[src/rtl/alu_isa_pkg.sv]
// alu_isa_pkg: ALU instruction word field layout, bundle type and word pack functions
package alu_isa_pkg;
   localparam int OP_LSB = 29;
   localparam int OP_W = 3;
   localparam int FORM_BIT = 28;
   localparam int CONST_BIT = 27;
   localparam int WR_LSB = 24;
   localparam int WR_W = 2;
   localparam int VP_LSB = 22;
   localparam int VP_W = 2;
   localparam int SEL_W = 4;
   localparam int A_LSB = 12;
   localparam int B_LSB = 8;
   localparam int C_LSB = 4;
   localparam int D_LSB = 0;
   localparam int Y1_LSB = 4;
   localparam int Y2_LSB = 0;
   localparam int K_W = 16;
   localparam logic [1:0] RESERVED_VP = 2'b11;

   typedef enum logic [1:0] {HEAD, YEXT, CEXT} word_t;

   typedef struct packed {
      logic [2:0]  op;
      logic [1:0]  vp;
      logic        form;
      logic        const_c;
      logic [15:0] constant;
      logic [1:0]  write;
      logic [3:0]  a;
      logic [3:0]  b;
      logic [3:0]  c;
      logic [3:0]  d;
      logic [3:0]  y1;
      logic [3:0]  y2;
   } alu_bundle_t;

   // Write enables are stored inverted in the word (active-low in the decoder)
   function automatic logic [31:0] pack_head(alu_bundle_t bnd);
      logic [31:0] w;
      w = '0;
      w[OP_LSB +: OP_W] = bnd.op;
      w[FORM_BIT] = bnd.form;
      w[CONST_BIT] = bnd.const_c;
      w[WR_LSB +: WR_W] = ~bnd.write;
      w[VP_LSB +: VP_W] = bnd.vp;
      w[A_LSB +: SEL_W] = bnd.a;
      w[B_LSB +: SEL_W] = bnd.b;
      w[C_LSB +: SEL_W] = bnd.c;
      w[D_LSB +: SEL_W] = bnd.d;
      return w;
   endfunction

   function automatic logic [31:0] pack_yext(alu_bundle_t bnd);
      logic [31:0] w;
      w = '0;
      w[Y1_LSB +: SEL_W] = bnd.y1;
      w[Y2_LSB +: SEL_W] = bnd.y2;
      return w;
   endfunction

   function automatic logic [31:0] pack_cext(alu_bundle_t bnd);
      logic [31:0] w;
      w = '0;
      w[0 +: K_W] = bnd.constant;
      return w;
   endfunction
endpackage

[src/rtl/alu_word_packer.sv]
// alu_word_packer: combinational pack of a latched bundle and word type into one 32-bit word
module alu_word_packer
   import alu_isa_pkg::*;
(
   input  alu_bundle_t bnd,
   input  word_t       wt,
   output logic [31:0] word
);
   always_comb word = wt == YEXT ? pack_yext(bnd) : wt == CEXT ? pack_cext(bnd) : pack_head(bnd);
endmodule

[src/rtl/alu_instruction_encoder.sv]
// alu_instruction_encoder: emits 1-3 word ALU instructions from field bundles over valid/ready.
// Optional ALU_INSTRUCTION_ENCODER_STATS_EN adds instr_count/word_count outputs.
module alu_instruction_encoder
   import alu_isa_pkg::*;
(
   input  logic        clk,
   input  logic        reset_n,
   input  logic        in_valid,
   output logic        in_ready,
   input  logic [2:0]  alu_op,
   input  logic [1:0]  alu_vec_perci,
   input  logic        alu_form,
   input  logic        const_c,
   input  logic [15:0] constant,
   input  logic [1:0]  alu_write,
   input  logic [3:0]  alu_a_select,
   input  logic [3:0]  alu_b_select,
   input  logic [3:0]  alu_c_select,
   input  logic [3:0]  alu_d_select,
   input  logic [3:0]  alu_Y1_select,
   input  logic [3:0]  alu_Y2_select,
   output logic        out_valid,
   input  logic        out_ready,
   output logic [31:0] out_word,
   output logic        out_last,
`ifdef ALU_INSTRUCTION_ENCODER_STATS_EN
   output logic [15:0] instr_count,
   output logic [15:0] word_count,
`endif
   output logic        err
);
   typedef enum logic [1:0] {S_IDLE, S_HEAD, S_YEXT, S_CEXT} state_t;
   state_t state, state_n;
   alu_bundle_t bnd, bnd_n, in_bnd;
   word_t wt;
   logic [31:0] word_n;
   logic adv, acc, bad, last_n;
   assign in_bnd = '{op: alu_op, vp: alu_vec_perci, form: alu_form, const_c: const_c,
                     constant: constant, write: alu_write, a: alu_a_select, b: alu_b_select,
                     c: alu_c_select, d: alu_d_select, y1: alu_Y1_select, y2: alu_Y2_select};
   assign in_ready = state == S_IDLE || (out_last && out_ready);
   // Outputs are computed from the next state so they come straight from flops
   always_comb begin
      adv = out_valid && out_ready;
      acc = in_valid && in_ready;
      bad = alu_vec_perci == RESERVED_VP;
      state_n = state;
      bnd_n = bnd;
      if (adv)
         state_n = (state == S_HEAD && bnd.form) ? S_YEXT :
                   (state != S_CEXT && bnd.const_c) ? S_CEXT : S_IDLE;
      if (acc && !bad) begin
         state_n = S_HEAD;
         bnd_n = in_bnd;
      end
      wt = state_n == S_YEXT ? YEXT : state_n == S_CEXT ? CEXT : HEAD;
      last_n = state_n == S_HEAD ? !(bnd_n.form || bnd_n.const_c) :
               state_n == S_YEXT ? !bnd_n.const_c : state_n == S_CEXT;
   end
   alu_word_packer u_packer (.bnd(bnd_n), .wt(wt), .word(word_n));
   always_ff @(posedge clk or negedge reset_n) begin
      if (!reset_n) begin
         state <= S_IDLE;
         bnd <= '0;
         out_valid <= 1'b0;
         out_word <= '0;
         out_last <= 1'b0;
         err <= 1'b0;
      end else begin
         state <= state_n;
         bnd <= bnd_n;
         out_valid <= state_n != S_IDLE;
         out_last <= last_n;
         err <= acc && bad;
         if (state_n != S_IDLE) out_word <= word_n;
      end
   end
`ifdef ALU_INSTRUCTION_ENCODER_STATS_EN
   always_ff @(posedge clk or negedge reset_n) begin
      if (!reset_n) begin
         instr_count <= '0;
         word_count <= '0;
      end else begin
         if (adv && out_last) instr_count <= instr_count + 16'd1;
         if (adv) word_count <= word_count + 16'd1;
      end
   end
`endif
endmodule

[config.mk]
export PLATFORM = sky130hd
export DESIGN_NAME = alu_instruction_encoder
export DESIGN_NICKNAME = d
export VERILOG_FILES = /design/src/rtl/alu_isa_pkg.sv /design/src/rtl/alu_word_packer.sv /design/src/rtl/alu_instruction_encoder.sv
export SDC_FILE = /design/constraint.sdc
export NUM_CORES = 1
export LEC_CHECK = 0
export BUFFER_PORTS_ARGS = -buffer_cell sky130_fd_sc_hd__buf_2
export CAP_MARGIN = 20
export CORE_UTILIZATION = 30
export CTS_CLUSTER_DIAMETER = 60
export DETAILED_ROUTE_END_ITERATION = 10
export MAX_ROUTING_LAYER = met4
export SYNTH_ARGS = -nofsm -noshare
export SYNTH_HDL_FRONTEND = slang
export SYNTH_SLANG_ARGS = --single-unit
[constraint.sdc]
create_clock -name clk -period 1.9 [get_ports clk]
set_clock_uncertainty 0.15 [all_clocks]
set_input_delay 0.38 -clock clk [delete_from_list [all_inputs] [get_ports clk]]
set_output_delay 0.38 -clock clk [all_outputs]
set_load 0.01 [all_outputs]
# Word level (Yosys, flattened, before mapping)
# Cells that the tools add are included.
# totals
regBits	86
input_bits	53
# op_classes
n_eq_ne	8
bitwise_logic	1
muxes	11
reduce_logical	14
# op_table
op	n
$mux W32	2
$mux W49	1
$mux W2	6
$eq A2 B2 Y1 const B	4
$logic_and A1 B1 Y1	7
$eq A2 B1 Y1 const B	3
$logic_not A1 Y1	3
$logic_not A2 Y1	1
$logic_or A1 B1 Y1	2
$mux W1	2
$ne A2 B2 Y1 const B	1
$not A2 Y2	1
$reduce_bool A2 Y1	1

# Logic depth before layout (Yosys ltp)
# Gate-level depths: netlist of run 1.
# depth
word_depth	12
mapped_depth	8

# By module
# From an unflattened synthesis of run 1, not the netlist that was laid out.
# unflattened
cells_unflattened	366
area_unflattened_um2	4102.7
# by_module_without_submodules
mod	area_per_inst_um2	cells_per_inst	instances
alu_instruction_encoder	3502.1	302	1
alu_word_packer	600.6	64	1

# Worst setup path before layout of run 1
# No wires, ideal clock.
# synth_timing
path_kind	register to register
startpoint	reg bnd[42] (netlist bit)
endpoint	reg out_word[12]
n_path_buf	2
t_arrival_ps	1408
path_stages_with_launch	7
slack_ps	216
setup_time_ps	126
cell_sequence	dfrtp_1 -> buf_2 -> and3_1 -> buf_2 -> a211oi_1 -> o31ai_1 -> a221o_1
# synth_between
elab_chain_cells	11
# synth_rtl
item	line	rtl
start: declaration	alu_instruction_encoder.sv:34	alu_bundle_t bnd, bnd_n, in_bnd;
start signal: assignment	alu_instruction_encoder.sv:71	bnd <= bnd_n;
$logic_and A1 B1 Y1 (*)	alu_instruction_encoder.sv:51	(state != S_CEXT && bnd.const_c) ? S_CEXT : S_IDLE;
$mux W2 (*)	alu_instruction_encoder.sv:51	
$mux W2 (*)	alu_instruction_encoder.sv:50	state_n = (state == S_HEAD && bnd.form) ? S_YEXT :
$mux W2 (*)	alu_instruction_encoder.sv:49	if (adv)
$mux W2 (*)	alu_instruction_encoder.sv:52	if (acc && !bad) begin
$eq A2 B2 Y1	alu_instruction_encoder.sv:56	wt = state_n == S_YEXT ? YEXT : state_n == S_CEXT ? CEXT : HEAD;
$mux W2 (2 in series)	alu_instruction_encoder.sv:56	
$eq A2 B2 Y1	alu_word_packer.sv:9	always_comb word = wt == YEXT ? pack_yext(bnd) : wt == CEXT ? pack_cext(bnd) : pack_head(bnd);
$mux W32 (2 in series)	alu_word_packer.sv:9	
end signal: assignment	alu_instruction_encoder.sv:75	if (state_n != S_IDLE) out_word <= word_n;
end: declaration	alu_instruction_encoder.sv:24	output logic [31:0] out_word,
# Mark *: on every way between the ends. The rest lies on a longest branch, timed or not.
# A chain may end at the register's enable or synchronous reset.

# Final worst setup path of run 1
# layout_timing
startpoint	reg state[0]
endpoint	out in_ready
# layout_between
elab_chain_cells	2
# layout_rtl
item	line	rtl
start: declaration	alu_instruction_encoder.sv:33	state_t state, state_n;
start signal: assignment	alu_instruction_encoder.sv:70	state <= state_n;
$logic_not A2 Y1	alu_instruction_encoder.sv:41	assign in_ready = state == S_IDLE || (out_last && out_ready);
$logic_or A1 B1 Y1	alu_instruction_encoder.sv:41	
end: declaration	alu_instruction_encoder.sv:9	output logic in_ready,
# No other way between the ends.

==> impl_metrics.json, run 1 <==
{
  "status": "complete, but fails checks",
  "violations": "DRC",
  "cts_tree": "yes",
  "antenna_cells": 0,
  "max_stage_delay_ns": 0.45,
  "num_rows": 39,
  "setup_viol": 0,
  "critPathKind": "flip-flop to output port",
  "utilization": 0.406,
  "synth_edf_count": 0,
  "final_area_mm2": 0.00467,
  "tns_ns": 0,
  "die-width_um": 111,
  "drv_cap": 0,
  "post_route_cells_drive_above_1_share": 0.278,
  "cts.htree.levels": 3,
  "placed_area_mm2": 0.00429,
  "hold_viol_final": 0,
  "critPathMaxFanout": 9,
  "dp_cells": 601,
  "cp_slowest_cell": "dfrtp_2",
  "cts-buffers-inserted": 9,
  "area_growth_pct": 30.2,
  "cellLeakagePower_nw": 2.37,
  "dp_hpwl_um": 6660,
  "port_buffers": 81,
  "design.core.area_mm2": 0.0115,
  "hold_slack_ns": 0.0886,
  "cp-end-kind": "output port",
  "powerDensity_mw_per_mm2": 1820,
  "async_flop_share": 1.00,
  "routabilityCongestion": 0.803,
  "cts_buffer_depth": 2,
  "drv_slew": 0,
  "fin_cells": 617,
  "avgSynthCellArea_um2": 9.49,
  "cts_setup_buffers": 0,
  "insertion_delay_ns": 0.33,
  "wl_per_cell_um": 15.1,
  "remaining_drc_errors": 10,
  "antenna_found_initial": 0,
  "post-route-period-util": 0.959,
  "critPathArrivalTime_ns": 1.29,
  "num_io_pins": 89,
  "hp-class": "primary input to flip-flop",
  "synth_area_mm2": 0.00359,
  "yosysWarnings": 0,
  "synth-main-ff-cell": "dfrtp_1",
  "start_kind": "flip-flop",
  "grt_max_degree": 36,
  "grt_pass1_vias": 3058,
  "clock-sinks": 79,
  "vias": 2980,
  "ir_drop_mv": 0.690,
  "grt_pass1_wl_um": 15400,
  "vias_per_cell": 4.83,
  "first_iter_violations": 178,
  "synth.distinct_cells": 43,
  "cts-root-buf": "clkbuf_16",
  "nets": 523,
  "finalCriticalPeriod_ns": 1.82,
  "clkTransAtPathRegs_ns": 0.06,
  "grt.overflow.total": 0,
  "firstDrtPassIters": 7,
  "fmax_mhz": 549,
  "grtUsageTotal": 0.163,
  "crit_required_ns": 1.37,
  "start_util": 0.311,
  "seq_area_frac_synth": 0.551,
  "postSynthCellCount": 378,
  "die_area_mm2": 0.0124,
  "synth-seq-cells": 79,
  "final_cell_mix": "nand2_1, buf_2, dfrtp_1",
  "final_common_cell": "nand2_1",
  "ant_nets": 0,
  "path_delay_family": "flip-flops",
  "cp_num_buf_inv": 3,
  "routed_wl_um": 9320,
  "crit_chain": "a2bb2oi_2, inv_2, buf_4, buf_2",
  "die_y_um": 111
}
[state kept, by name (all words and copies together) (netlist names)]
signal	count
state	2
out_valid	1
out_last	1
out_word	25
err	1
bnd	49
[cells in the mapped netlist, types with 2 or more instances]
cell	number	share of area
a211oi_1	18	0.038
a21o_1	3	0.0063
a21oi_1	2	0.0028
a221o_1	2	0.0056
a22o_1	2	0.0049
and2_1	2	0.0035
buf_2	20	0.028
buf_4	9	0.019
clkbuf_1	2	0.0021
dfrtp_1	79	0.55
inv_1	10	0.010
mux2i_1	11	0.031
nand2_1	128	0.13
nand3_1	3	0.0042
nand4_1	7	0.012
nor2_1	6	0.0063
nor3_1	9	0.013
o211ai_1	6	0.013
o21ai_0	17	0.024
o21ai_1	2	0.0028
o31ai_1	18	0.038
[cells by family (layout without fill, tap and decap cells)]
family,count (synthesis),count (layout),share of synthesized area
compound gates,82,82,0.167
buf+inv,43,133,0.0614
other cells,1,7,0.00105
simple gates,162,162,0.188
flops,79,79,0.551
mux,11,11,0.0307
[per-stage QoR]
| stage | setup WS, ns | power (mW) |
|---|---|---|
| final | 0.0779 | 8.50 |
| after global routing | -0.00195 | 9.10 |
| after CTS | 0.0155 | 8.57 |
| after detailed placement | 0.0524 | 6.42 |
| after global placement | 0.0757 | 6.30 |
| after floorplan | 0.216 | 5.06 |
[worst min-delay path: cells and delay by family]
kind | cells | cell delay, ns
buffers and inverters | 1 | 0.07
AND/OR/NAND/NOR | 2 | 0.08
[layer usage]
layer,vias up,wire (um),GRT usage
li1,1468,-,-
met1,1431,4360,0.212
met2,71,4500,0.254
met3,10,321,0.0348
met4,0,136,0.0550
met5,-,0,-
[path summary, 6_finish.rpt]
kind                                         start                 endpoint  slack, ns  cells after the start
min in group asynchronous                  reset_n       out_last$_DFF_PN0_       0.38                      2
worst min-delay path                   constant[1]        bnd[27]$_DFF_PN0_       0.09                      3
worst min register to register   bnd[24]$_DFF_PN0_        bnd[24]$_DFF_PN0_       0.32                      2
worst max register to register  state[0]$_DFF_PN0_  out_word[9]$_DFFE_PN0P_       0.13                      5
max in group asynchronous                  reset_n        bnd[43]$_DFF_PN0_       0.64                      3
worst max-delay path            state[0]$_DFF_PN0_                 in_ready       0.08                      4
[what timing repair did]
item	CTS	global route
gates resized for setup	0	3
endpoints found under the hold margin	27	0
setup endpoints to repair	0	10
hold buffers	1	0
[area by class of cell]
class,count,area (um^2)
fillers,1206,6850
flip-flops and latches,79,1980
multi-input cells,262,1430
repair buffers,106,673
clock buffers,10,239
well taps,143,179
clock inverters,5,129
inverters,12,45.0
[power by group]
part           leakage (nW)  switching (mW)  internal [mW]
registers             0.981           0.474           2.47
logic                  1.21            1.95           1.50
clock network         0.179           0.660           1.45
(Power assumes the default switching activity.)
==> inputs of run 2 (changes only) <==
--- a/config.mk
+++ b/config.mk
@@ -10,7 +10,6 @@
 export CORE_UTILIZATION = 30
 export CTS_CLUSTER_DIAMETER = 60
 export DETAILED_ROUTE_END_ITERATION = 10
-export MAX_ROUTING_LAYER = met4
 export SYNTH_ARGS = -nofsm -noshare
 export SYNTH_HDL_FRONTEND = slang
 export SYNTH_SLANG_ARGS = --single-unit
==> impl_metrics.json, run 2 (synthesis results as in run 1) <==
{
  "first_iter_violations": 155,
  "ant_nets": 0,
  "largest_reg_flops": 49,
  "drv_slew": 0,
  "fin_cells": 617,
  "setup.worst_path.start": "state[0]$_DFF_PN0_",
  "crit_required_ns": 1.37,
  "cts_setup_buffers": 0,
  "dp_cells": 601,
  "powerDensity_mw_per_mm2": 1820,
  "violations": "DRC",
  "cts_buffer_depth": 2,
  "cp-end-kind": "output port",
  "r2r_end": "out_word[8]$_DFFE_PN0P_",
  "start_util": 0.311,
  "die_y_um": 111,
  "cts_tree": "yes",
  "hp-class": "primary input to flip-flop",
  "setup_viol": 0,
  "vias": 2981,
  "critPathKind": "flip-flop to output port",
  "num_rows": 39,
  "cts-root-buf": "clkbuf_16",
  "vias_per_cell": 4.83,
  "area_growth_pct": 30.3,
  "ir_drop_mv": 0.690,
  "wl_per_cell_um": 15.2,
  "post-route-period-util": 0.959,
  "grt_max_degree": 36,
  "remaining_drc_errors": 10,
  "clkTransAtPathRegs_ns": 0.06,
  "antenna_cells": 0,
  "critPathArrivalTime_ns": 1.29,
  "grt_pass1_wl_um": 15400,
  "fillCellCount": 1204,
  "post_route_cells_drive_above_1_share": 0.278,
  "final_common_cell": "nand2_1",
  "antenna_found_initial": 0,
  "cts-buffers-inserted": 9,
  "die-width_um": 111,
  "clock-sinks": 79,
  "routabilityCongestion": 0.792,
  "top_regs": "bnd x49, out_word x25, state x2",
  "cts.htree.levels": 3,
  "start_kind": "flip-flop",
  "rrSetupSlack_ns": 0.13,
  "top_register": "bnd",
  "critPathMaxFanout": 9,
  "port_buffers": 81,
  "hold_viol_final": 0,
  "grt.overflow.total": 0,
  "firstDrtPassIters": 7,
  "design.core.area_mm2": 0.0115,
  "cellLeakagePower_nw": 2.37,
  "routed_wl_um": 9370,
  "insertion_delay_ns": 0.33,
  "hold_slack_ns": 0.0908,
  "drv_cap": 0,
  "dp_hpwl_um": 6660,
  "tns_ns": 0,
  "grtUsageTotal": 0.158,
  "worstRegToRegCells": 5,
  "grt_pass1_vias": 3072,
  "num_io_pins": 89,
  "final_cell_mix": "nand2_1, buf_2, dfrtp_1",
  "nets": 523,
  "die_area_mm2": 0.0124,
  "rr_startpoint": "state[0]$_DFF_PN0_",
  "status": "complete, but fails checks",
  "utilization": 0.406,
  "finalCriticalPeriod_ns": 1.82,
  "fmax_mhz": 549,
  "rsz0062_at_grt": "no",
  "crit_end": "in_ready"
}
-- run 2: cell count changes in the layout (fill, tap and decap cells not counted) --
cell / before / now
buf_4: 19 / 18
buf_6: 0 / 1
-- run 2: worst min-delay path by stage --
stage,endpoint,slack (ns),startpoint,cells past startpoint
CTS,bnd[35]$_DFF_PN0_,0.08,constant[9],3
detailed placement,err$_DFF_PN0_,0.19,reset_n,1
global placement,err$_DFF_PN0_,0.18,reset_n,1
finish,bnd[27]$_DFF_PN0_,0.09,constant[1],3
floorplan,bnd[0]$_DFF_PN0_,-0.07,reset_n,0
global route,bnd[29]$_DFF_PN0_,0.09,constant[3],3
-- run 2: layout make-up --
cell class	instances	area, um^2	share of cell area
repair buffers	106	677	0.145
clock inverters	5	129	0.0276
multi-input cells	262	1430	0.305
well taps	143	179	0.0383
inverters	12	45.0	0.00964
flip-flops and latches	79	1980	0.423
clock buffers	10	239	0.0511
-- run 2: through the flow --
stage,power (mW),setup slack (ns),instance area (um^2)
finish,8.51,0.0773,4670
global route,9.11,0.00404,4670
CTS,8.57,0.0155,4660
detailed placement,6.42,0.0524,4290
global placement,6.30,0.0757,4290
floorplan,5.06,0.216,3610
-- run 2: layer usage --
layer	global-route usage	vias to the layer above	part of all wire
met3	0.0338	12	0.044
met4	0.0604	0	0.014
met1	0.208	1427	0.46
met5	0	-	0
met2	0.256	73	0.48
li1	-	1469	-
-- run 2: power breakdown --
group	switching [mW]	internal, mW
combinational	1.96	1.50
sequential	0.476	2.47
clock	0.660	1.45
-- run 2: timing repair --
action	4_1_cts	5_1_grt
hold endpoints to repair	27	0
endpoints found under the setup margin	0	10
resized for setup	0	4
hold buffers	1	0
-- run 2: critical path, stage by stage (launching register included) --
cell,delay [ns]
dfrtp_2,0.45
a2bb2oi_2,0.18
inv_2,0.05
buf_4,0.14
buf_2,0.13
==> inputs of run 3 (changes only) <==
--- a/config.mk
+++ b/config.mk
@@ -10,6 +10,7 @@
 export CORE_UTILIZATION = 30
 export CTS_CLUSTER_DIAMETER = 60
 export DETAILED_ROUTE_END_ITERATION = 10
+export REMOVE_ABC_BUFFERS = 1
 export SYNTH_ARGS = -nofsm -noshare
 export SYNTH_HDL_FRONTEND = slang
 export SYNTH_SLANG_ARGS = --single-unit
==> constraint.sdc (replaced) <==
create_clock -name clk -period 2.1 [get_ports clk]
set_clock_uncertainty 0.15 [all_clocks]
set_input_delay 0.42 -clock clk [delete_from_list [all_inputs] [get_ports clk]]
set_output_delay 0.42 -clock clk [all_outputs]
set_load 0.01 [all_outputs]
==> impl_metrics.json, run 3 (synthesis results as in run 1) <==
{
  "grt.overflow.total": 0,
  "antenna_cells": 0,
  "r2r_end": "out_word[1]$_DFFE_PN0P_",
  "design.core.area_mm2": 0.0115,
  "cp-end-kind": "flip-flop",
  "cts_buffer_depth": 2,
  "crit_top_cell": "o31ai_1",
  "area_growth_pct": 27.2,
  "start_util": 0.311,
  "hold_viol_final": 0,
  "vias": 2996,
  "hp-class": "primary input to flip-flop",
  "cp_slowest_cell": "dfrtp_1",
  "start_kind": "flip-flop",
  "num_io_pins": 89,
  "clock-sinks": 79,
  "drv_cap": 0,
  "final_common_cell": "nand2_1",
  "vias_per_cell": 4.90,
  "remaining_drc_errors": 12,
  "largest_reg_flops": 49,
  "rrSetupSlack_ns": 0.24,
  "status": "complete, but fails checks",
  "routed_wl_um": 8990,
  "drv_slew": 0,
  "clkTransAtPathRegs_ns": 0.06,
  "nets": 516,
  "tns_ns": 0,
  "finalCriticalPeriod_ns": 1.86,
  "die_area_mm2": 0.0124,
  "post_route_cells_drive_above_1_share": 0.263,
  "rsz0062_at_grt": "no",
  "ir_drop_mv": 0.610,
  "firstDrtPassIters": 7,
  "fmax_mhz": 538,
  "grt_pass1_vias": 3017,
  "utilization": 0.396,
  "violations": "DRC",
  "path_delay_family": "compound AO/OA/AOI/OAI gates",
  "critPathArrivalTime_ns": 1.94,
  "die_y_um": 111,
  "dp_cells": 594,
  "holdPathStages": 3,
  "wl_per_cell_um": 14.7,
  "first_iter_violations": 175,
  "cts.repair.resized": 0,
  "top_regs": "bnd x49, out_word x25, state x2",
  "placed_area_mm2": 0.00425,
  "final_cell_mix": "nand2_1, buf_2, dfrtp_1",
  "min_to": "bnd[40]$_DFF_PN0_",
  "cts-root-buf": "clkbuf_16",
  "max_stage_delay_ns": 0.49,
  "cts_tree": "yes",
  "worstRegToRegCells": 6,
  "cellLeakagePower_nw": 2.30,
  "grtUsageTotal": 0.153,
  "fin_cells": 611,
  "num_rows": 39,
  "cts.htree.levels": 3,
  "routabilityCongestion": 0.845,
  "critPathMaxFanout": 28,
  "top_register": "bnd",
  "crit_required_ns": 2.18,
  "die-width_um": 111,
  "post-route-period-util": 0.885,
  "final_area_mm2": 0.00456,
  "cts_setup_buffers": 0,
  "hp-start": "constant[14]",
  "antenna_found_initial": 1,
  "setup_viol": 0,
  "grt_pass1_wl_um": 15000,
  "cts-buffers-inserted": 9,
  "critPathKind": "flip-flop to flip-flop",
  "ant_nets": 0,
  "dp_hpwl_um": 6550,
  "insertion_delay_ns": 0.33,
  "port_buffers": 81,
  "hold_slack_ns": 0.129,
  "grt_max_degree": 44,
  "crit_chain": "a2bb2oi_2, inv_2, nand2_2, buf_12, o31ai_1, o31ai_1",
  "rr_startpoint": "state[0]$_DFF_PN0_",
  "powerDensity_mw_per_mm2": 1590,
  "cp_num_buf_inv": 2
}
-- run 3: cell types whose count changed in the layout (fill, tap and decap cells not counted) --
cell	delta
buf_4	-7
clkinvlp_4	+4
bufinv_16	-3
dfrtp_1	+2
dfrtp_2	-2
buf_12	+1
buf_6	-1
o21ai_1	+1
o21ai_2	-1
-- run 3: worst register-to-register path: stages (launching register included) --
cell and delay, ns:
dfrtp_1 0.49, a2bb2oi_2 0.23, inv_2 0.09, nand2_2 0.22, buf_12 0.22, o31ai_1 0.10
o31ai_1 0.27
-- run 3: power breakdown --
part | switching, mW | total (mW) | internal (mW)
sequential | 0.420 | 2.65 | 2.23
clock | 0.608 | 1.56 | 0.956
combinational | 1.74 | 3.04 | 1.30
total | 2.77 | 7.25 | 4.49
-- run 3: layout make-up --
type                    instances  area, um^2
multi-input cells             262        1420
well taps                     143         179
fillers                      1157        6950
repair buffers                 99         633
clock buffers                  10         239
flip-flops and latches         79        1980
clock inverters                 6        68.8
inverters                      12        45.0
-- run 3: through the flow --
stage | total power, mW | worst slack (ns)
after floorplan | 4.42 | -1.16
after global placement | 5.63 | 0.241
after detailed placement | 5.73 | 0.180
after CTS | 7.34 | 0.228
after global routing | 7.80 | 0.105
final | 7.25 | 0.241
-- run 3: timing repair --
action | in CTS | in global routing
setup endpoints to repair | 0 | 0
hold endpoints to repair | 11 | 0
hold buffers | 1 | 0
-- run 3: how the worst max path moves through the flow --
stage / from / endpoint / slack (ns) / depth (start not counted)
floorplan: in_valid / out_word[12]$_DFFE_PN0P_ / -1.16 / 4
global placement: out_ready / out_word[2]$_DFFE_PN0P_ / 0.24 / 7
detailed placement: out_ready / out_word[5]$_DFFE_PN0P_ / 0.18 / 7
CTS: state[0]$_DFF_PN0_ / out_word[1]$_DFFE_PN0P_ / 0.23 / 6
global route: state[0]$_DFF_PN0_ / out_word[5]$_DFFE_PN0P_ / 0.10 / 6
finish: state[0]$_DFF_PN0_ / out_word[1]$_DFFE_PN0P_ / 0.24 / 6
-- run 3: metal layers --
layer  vias to the layer above  track usage  wire, um
li1                       1453            -         -
met5                         -            0         0
met3                         7       0.0419       514
met4                         0       0.0432        75
met1                      1460        0.205      4170
met2                        76        0.244      4230
